### config.mk
export PLATFORM = sky130hd
export DESIGN_NAME = spi_target_regbank
export DESIGN_NICKNAME = d
export VERILOG_FILES = /design/src/rtl/spi_target_regbank.sv
export SDC_FILE = /design/constraint.sdc
export NUM_CORES = 1
export LEC_CHECK = 0
export CAP_MARGIN = 20
export CORE_ASPECT_RATIO = 0.6
export CORE_MARGIN = 8
export CORE_UTILIZATION = 60
export CTS_CLUSTER_DIAMETER = 120
export DETAILED_ROUTE_END_ITERATION = 12
export PLACE_DENSITY = 0.77
export SLEW_MARGIN = 20
export SYNTH_ARGS = -nofsm -noshare
export SYNTH_HDL_FRONTEND = slang
export SYNTH_SLANG_ARGS = --single-unit
### constraint.sdc
create_clock -name clk -period 3.3 [get_ports clk]
set_input_delay 0.495 -clock clk [delete_from_list [all_inputs] [get_ports clk]]
set_output_delay 0.495 -clock clk [all_outputs]
set_load 0.05 [all_outputs]
### src/rtl/spi_target_regbank.sv
// SPI target with a byte-wide register bank.
// Oversamples sclk/cs_n/mosi in the clk domain, handles SPI modes 0-3,
// single and auto-incrementing burst transfers, and reports completed
// writes and aborted frames to local logic.
module spi_target_regbank #(
    parameter int NUM_REGS    = 8,
    parameter int SYNC_STAGES = 2
) (
    input  logic       clk,
    input  logic       reset,
    input  logic [1:0] MODE,
    input  logic       sclk,
    input  logic       cs_n,
    input  logic       mosi,
    output logic       miso,
    output logic       miso_oe,
    input  logic [6:0] rd_addr,
    output logic [7:0] rd_data,
    output logic       wr_strobe,
    output logic [6:0] wr_addr,
    output logic [7:0] wr_data,
    output logic       frame_abort
);

    localparam logic [1:0] IDLE = 2'd0;
    localparam logic [1:0] CMD  = 2'd1;
    localparam logic [1:0] DATA = 2'd2;

    localparam logic [7:0] NUM_REGS_W = 8'(NUM_REGS);

    logic [SYNC_STAGES-1:0] sclk_sync;
    logic [SYNC_STAGES-1:0] cs_sync;
    logic [SYNC_STAGES-1:0] mosi_sync;
    logic                   sclk_prev;
    logic                   cs_prev;

    logic       sclk_s;
    logic       cs_s;
    logic       mosi_s;

    logic [1:0] state;
    logic [1:0] mode_q;
    logic [2:0] bit_cnt;
    logic [6:0] shift_in;
    logic       rw_q;
    logic [6:0] ptr;
    logic [7:0] tx;
    logic [7:0] regs [NUM_REGS];

    logic       sclk_toggle;
    logic       lead_edge;
    logic       trail_edge;
    logic       sample_edge;
    logic       shift_edge;
    logic       cs_fall;
    logic       cs_rise;
    logic [7:0] byte_in;
    logic       byte_done;
    logic [6:0] ptr_next;
    logic       write_fire;
    logic [7:0] cmd_word;
    logic [7:0] next_word;

    assign sclk_s = sclk_sync[SYNC_STAGES-1];
    assign cs_s   = cs_sync[SYNC_STAGES-1];
    assign mosi_s = mosi_sync[SYNC_STAGES-1];

    // Synchronise the asynchronous SPI inputs and keep one cycle of history for edge detection
    always_ff @(posedge clk) begin
        if (reset) begin
            sclk_sync <= {SYNC_STAGES{MODE[1]}};
            cs_sync   <= '1;
            mosi_sync <= '0;
            sclk_prev <= MODE[1];
            cs_prev   <= 1'b1;
        end else begin
            sclk_sync <= {sclk_sync[SYNC_STAGES-2:0], sclk};
            cs_sync   <= {cs_sync[SYNC_STAGES-2:0], cs_n};
            mosi_sync <= {mosi_sync[SYNC_STAGES-2:0], mosi};
            sclk_prev <= sclk_s;
            cs_prev   <= cs_s;
        end
    end

    // Classify sclk transitions against the mode latched at frame start
    always_comb begin
        sclk_toggle = sclk_s ^ sclk_prev;
        lead_edge   = sclk_toggle && (sclk_prev == mode_q[1]);
        trail_edge  = sclk_toggle && (sclk_s == mode_q[1]);
        sample_edge = mode_q[0] ? trail_edge : lead_edge;
        shift_edge  = mode_q[0] ? lead_edge : trail_edge;
        cs_fall     = cs_prev & ~cs_s;
        cs_rise     = ~cs_prev & cs_s;
        byte_in     = {shift_in, mosi_s};
        byte_done   = sample_edge && (bit_cnt == 3'd7);
        ptr_next    = ptr + 7'd1;
        write_fire  = (state == DATA) && !cs_rise && byte_done && !rw_q;
    end

    // Register read muxes: local port, first read byte, and next burst byte (0x00 when out of range)
    always_comb begin
        rd_data   = '0;
        cmd_word  = '0;
        next_word = '0;
        for (int unsigned i = 0; i < NUM_REGS; i++) begin
            if (rd_addr == 7'(i))
                rd_data = regs[i];
            if (byte_in[6:0] == 7'(i))
                cmd_word = regs[i];
            if (ptr_next == 7'(i))
                next_word = regs[i];
        end
    end

    // Frame state machine, shift registers, miso drive and status pulses
    always_ff @(posedge clk) begin
        if (reset) begin
            state       <= IDLE;
            mode_q      <= MODE;
            bit_cnt     <= '0;
            shift_in    <= '0;
            rw_q        <= 1'b0;
            ptr         <= '0;
            tx          <= '0;
            miso        <= 1'b0;
            miso_oe     <= 1'b0;
            wr_strobe   <= 1'b0;
            wr_addr     <= '0;
            wr_data     <= '0;
            frame_abort <= 1'b0;
        end else begin
            wr_strobe   <= 1'b0;
            frame_abort <= 1'b0;
            if (cs_rise) begin
                // a deselect that lands mid-byte drops the partial byte
                if (state != IDLE && bit_cnt != 3'd0)
                    frame_abort <= 1'b1;
                state   <= IDLE;
                bit_cnt <= '0;
                miso    <= 1'b0;
                miso_oe <= 1'b0;
            end else begin
                case (state)
                    IDLE: begin
                        if (cs_fall) begin
                            state   <= CMD;
                            mode_q  <= MODE;
                            bit_cnt <= '0;
                            miso_oe <= 1'b1;
                            miso    <= 1'b0;
                            tx      <= '0;
                        end
                    end
                    CMD: begin
                        if (sample_edge) begin
                            shift_in <= byte_in[6:0];
                            bit_cnt  <= bit_cnt + 3'd1;
                            if (bit_cnt == 3'd7) begin
                                rw_q  <= byte_in[7];
                                ptr   <= byte_in[6:0];
                                state <= DATA;
                                if (byte_in[7])
                                    tx <= cmd_word;
                            end
                        end
                    end
                    DATA: begin
                        if (sample_edge) begin
                            shift_in <= byte_in[6:0];
                            bit_cnt  <= bit_cnt + 3'd1;
                            if (bit_cnt == 3'd7) begin
                                ptr <= ptr_next;
                                if (rw_q) begin
                                    tx <= next_word;
                                end else if ({1'b0, ptr} < NUM_REGS_W) begin
                                    wr_strobe <= 1'b1;
                                    wr_addr   <= ptr;
                                    wr_data   <= byte_in;
                                end
                            end
                        end
                        if (shift_edge && rw_q) begin
                            miso <= tx[7];
                            tx   <= {tx[6:0], 1'b0};
                        end
                    end
                    default: state <= IDLE;
                endcase
            end
        end
    end

    // Register bank: SPI writes land in the same cycle wr_strobe goes high
    always_ff @(posedge clk) begin
        if (reset) begin
            for (int unsigned i = 0; i < NUM_REGS; i++)
                regs[i] <= '0;
        end else if (write_fire) begin
            for (int unsigned i = 0; i < NUM_REGS; i++)
                if (ptr == 7'(i))
                    regs[i] <= byte_in;
        end
    end

endmodule

Word level (Yosys, flattened, before mapping)
Memory sizes are Yosys's and may differ from the RTL's.
Index checks and enable logic that the tools add are counted.
- register bits: 57
- bits in writable memories: 64
- output and inout port bits: 27
- memories kept: 1
- memories (name ; depth ; width ; rd ports ; clocked after Yosys merged registers in ; write ports ; RTL line ; text):
    regs ; 8 ; 8 ; 8 ; 0 ; 8 ; 48 ; logic [7:0] regs [NUM_REGS];
- add/sub/neg operators: 2
- magnitude comparators: 1
- equal/unequal tests: 45
- muxes and demuxes: 100
- bitwise gates (word level): 18
- reduce and logical (&&, ||, !) cells: 37
- operator list (cell ; number):
    8-bit 2-to-1 mux ; 40
    7-bit by 3-bit == test with 1-bit output (second input constant) ; 16
    7-bit by 2-bit == test with 1-bit output (second input constant) ; 8
    1-bit 2-to-1 mux ; 41
    7-bit by 1-bit == test with 1-bit output (second input constant) ; 4
    7-bit logical NOT ; 4
    7-bit 2-to-1 mux ; 4
    8-bit case mux with 3 select lines ; 1
    2-bit 2-to-1 mux ; 8
    7-bit case mux with 2 select lines ; 1
    2-bit inequality test (second input constant) ; 6
    3-bit AND reduction ; 4
    6-bit AND reduction ; 2
    2-bit nonzero test ; 6
    9-bit AND reduction ; 1
    1-bit logical AND ; 8
    1-bit OR ; 8
    4-bit AND reduction ; 2
    7-bit by 1-bit adder with 7-bit output (second input constant) ; 1
    7-bit by 4-bit less-than comparator with 1-bit output (second input constant) ; 1
    1-bit NOT ; 7
    3-bit 2-to-1 mux ; 2
    2-bit by 1-bit inequality test with 1-bit output (second input constant) ; 3
    3-bit by 2-bit inequality test with 1-bit output (second input constant) ; 2
    other kinds (17) ; 23

Longest topological paths before layout
- depth in word-level cells: 15
- gate-level depth with buffers: 11
- gate-level depth less buffers: 8

Least setup slack after synthesis
Ideal clock, no wire load.
- path type: input to output
- start point: input rd_addr[3]
- end point: output rd_data[6]
- arrival: 2038 ps
- data required time: 2805 ps
- setup slack: 767 ps
- stages on the path: 6
- cells stage by stage: nor4_1 nor2b_1 clkbuf_1 a22oi_1 a211oi_1 a21o_1
- cells in the longest elaborated chain, start to end: 9
- elaborated cells on any way between the ends: 16
- classes of those cells: eq/ne (7); mux (8); reduce/logical (1)
- ends and longest elaborated chain (element ; RTL line ; text):
    from (decl) ; 17 ; input logic [6:0] rd_addr,
    7-bit logical NOT ; 106 ; if (rd_addr == 7'(i))
    8-bit 2-to-1 mux (7 in series) ; 106 ;
    8-bit 2-to-1 mux * ; 106 ;
    to (decl) ; 18 ; output logic [7:0] rd_data,
Mark *: on every way between the ends. The rest lies on a longest branch, timed or not.

Worst setup path after layout
- start point: input rd_addr[1]
- end point: output rd_data[7]
Same word-level chain as after synthesis.

==> metrics.cfg <==
[setup_path]
critPathRequiredTime_ps=2800
path_max_fanout=16
regToRegSetupSlack_ps=480
critPathKind=input pin to output port
r2r_start=ptr[0]
crit_top_cell=buf_4
timing.rr.end=tx[2]
cp_top_family=buffers and inverters
cp_data_arrival_time_ps=2500
cp.buffers_inverters=3
worst_path_largest_cell_delay_ps=900
crit_chain=clkdlybuf4s50_1 -> buf_4 -> mux4_2 -> nand2_1 -> o21ai_0 -> a22o_1 -> buf_4
r2r_cells=8
critPathSlowestCell=clkdlybuf4s50_1
cp-end-kind=output port
crit_path_start_kind=input pin

[route]
drt_iter0_markers=993
ant_nets=0
drt_pass1_iterations=6
vias=6207
vias_per_cell=6.739
drt-total-wl_um=21930
drc=0
routedWlPerCell_um=23.81

[power]
ir_worst_vdd_v=0.0003673
internal_power_w=0.002970
clkPwrFrac_pct=49.3
p_sw_w=0.0009781
swShare_pct=24.78
pwr-share-seq_pct=42.8
power.total_w=0.003948
cellPowerDensity_nw_per_um2=487.9
p_leak_nw=2.954
comb_power_share_pct=7.9

[sta]
finalSetupViolations=0
rsz0062_at_grt=false
slew_viol_final=0
fin_crit_sh_pct=90.69
period_minus_slack_ps=2993
timing.slew.headroom_pct=33.64
fin_tns_setup_ps=0
max_clock_freq_ghz=0.3341
hold_viol=0
holdWs_ps=408.9
worst_pin_slew_ps=995.4
skew_ps=10.96

[grt]
antenna_found_initial=0
grt_start_max_net_pins=30
overflow=0
track_usage_pct=28.71
grt_pass1_vias=5966
grt_first_pass_wirelength_um=33900

[die]
fp.dieW_um=154.8
io_pins=41
core_area_um2=11300
fp.dieArea_um2=15360
num_rows=30
die_h_um=99.26
start_util_pct=61.35

[logic_synthesis]
synth_nets=740
ys_ff_latch=121
synth_ff_type=edfxtp_1
syn_area_um2=6932
seq_area_frac_synth_pct=44.48
ys.warnings.count=0
synthAdderAreaFrac_pct=2.329
synth_compound_area_share_pct=19.60
synth.area.mux_share_pct=9.260
synth_top_family_by_area=compound AO/OA/AOI/OAI gates
syn_inst=714
synthXorXnorAreaFrac_pct=0.2347
ys_types=76
synth_edf_count=66
synthArstFlopShare_pct=0
syn-mean-instance-area_um2=9.708
synthSimpleGateAreaFrac_pct=18.72

[clock_network]
cts-buffers-inserted=17
postCtsSetupRepairBufs=0
cts_resized=0
holdBufCountCts=0
clk_pin_slew_worst_paths_ps=60
root_buffer=clkbuf_16
cts.sinks=121
clock_latency_ps=420
cts_tree=done
cts_max_level=4
clk_path_buf_depth=2

[placed_design]
numPortBuffers=40
gp_congestion=0.9223
dp.cells=889
dp_hpwl_um=15620

[finish]
layout.nets=774
drive_above_1_share_pct=15.37
post-route-util_pct=71.62
final_cells=921
antenna_cells=0
area_delta_synth_final_pct=16.73

[run]
max_cap_viol_count=0

[hold_path]
hp-start=cs_sync[0]
whs_endpoint=cs_sync[1]
hp-class=flip-flop to flip-flop
holdPathStages=1

[run_status]
status=completed

==> cells in the mapped netlist (all sizes together), types with 6 or more instances <==
| cell type | n | area, um2 |
|---|---|---|
| a21oi | 38 | 190.2 |
| o2111ai | 7 | 96.34 |
| nor2 | 89 | 346.6 |
| o221ai | 7 | 61.31 |
| mux2i | 21 | 210.2 |
| nand3 | 17 | 97.60 |
| buf | 22 | 125.1 |
| nor3 | 8 | 40.04 |
| a211oi | 7 | 52.55 |
| ha | 12 | 150.1 |
| a22o | 8 | 71.32 |
| nand2b | 29 | 188.9 |
| o22ai | 8 | 50.05 |
| clkbuf | 24 | 90.09 |
| mux2 | 6 | 71.31 |
| nor2b | 11 | 68.82 |
| inv | 41 | 153.9 |
| edfxtp | 66 | 1982 |
| nand2 | 62 | 247.7 |
| o211ai | 12 | 90.09 |
| o21a | 7 | 52.55 |
| and2 | 7 | 43.79 |
| mux4 | 16 | 360.4 |
| o21ai | 55 | 279.0 |
| dfxtp | 55 | 1101 |
| a22oi | 6 | 45.04 |
==> worst max path at each step <==
stage / start / end / slack, ps / cells past startpoint
final: rd_addr[1] / rd_data[7] / 310 / 7
after global placement: rd_addr[3] / rd_data[3] / 430 / 8
after global routing: rd_addr[3] / rd_data[4] / 210 / 8
after detailed placement: rd_addr[1] / rd_data[5] / 360 / 7
after floorplan: rd_addr[3] / rd_data[6] / 770 / 6
after CTS: rd_addr[1] / rd_data[5] / 350 / 7
==> logic make-up (layout without fill, tap and decap cells) <==
group	Yosys count	count (layout)
buffers and inverters	88	135
adders and majority gates	13	13
DFF	121	121
muxes	43	43
AOI/OAI and AO/OA	196	196
xor gates and xnor gates	1	1
and+or+nand+nor	252	252
==> area by class of cell <==
type / instances / area, um2
clock buffers: 22 / 518.0
clock inverters: 10 / 98.84
fillers: 834 / 3207
inverters: 42 / 157.7
multi-input cells: 505 / 3476
flip-flops and latches: 121 / 3083
well taps: 160 / 200.2
repair buffers: 61 / 558.0
==> worst register-to-register path, cell delays in order, from the launching register on <==
cell       delay (ps)
dfxtp_1           420
inv_1             180
ha_1              520
clkinv_1          500
o21a_1            230
a22oi_1           260
o22a_1            190
o2111ai_1         120
a32o_1            290
==> per-stage QoR <==
| stage | instance area (um2) | setup WS (ps) |
|---|---|---|
| after floorplan | 6932 | 767.4 |
| after global placement | 7475 | 427.9 |
| after detailed placement | 7475 | 357.1 |
| after CTS | 8092 | 351.7 |
| after global routing | 8092 | 213.8 |
| final | 8092 | 307.3 |
==> power by group through the flow <==
| stage | logic [W] | clock network [W] | registers, W |
|---|---|---|---|
| after global placement | 0.000296 | 0 | 0.00171 |
| after detailed placement | 0.000304 | 0 | 0.00172 |
| after CTS | 0.000307 | 0.00194 | 0.00168 |
| after floorplan | 0.000216 | 0 | 0.00169 |
| after global routing | 0.000336 | 0.00200 | 0.00169 |
| final | 0.000314 | 0.00195 | 0.00169 |
==> registers in the layout (all words and copies together), names as in the netlist, 2 cells and up <==
signal     flops
wr_addr        7
mosi_sync      2
ptr            7
mode_q         2
bit_cnt        3
cs_sync        2
sclk_sync      2
wr_data        8
shift_in       7
regs          64
tx             8
state          2
==> layout by cell type, fill, tap and decap left out, drive strengths merged, types with 6 or more instances in the layout <==
cell           netlist  final
nor2                89     89
o21ai               55     55
a22oi                6      6
a211oi               7      7
inv                 41     48
nand2               62     62
ha                  12     12
a21oi               38     38
mux2i               21     21
nor3                 8      8
nand3               17     17
dfxtp               55     55
clkbuf              24     22
o22ai                8      8
mux2                 6      6
a22o                 8      8
buf                 22     30
edfxtp              66     66
o211ai              12     12
o221ai               7      7
nor2b               11     11
o2111ai              7      7
clkdlybuf4s50        0     31
nand2b              29     29
o21a                 7      7
and2                 7      7
mux4                16     16
==> metal layers <==
layer | vias to the layer above | global-route usage (%) | part of all wire [%]
met5 | - | 0 | 0
met1 | 2942 | 40.50 | 42
met3 | 56 | 9.784 | 15
li1 | 2695 | - | -
met2 | 514 | 40.39 | 41
met4 | 0 | 9.064 | 2.0
Note: power is estimated with default switching activity, not from simulation.
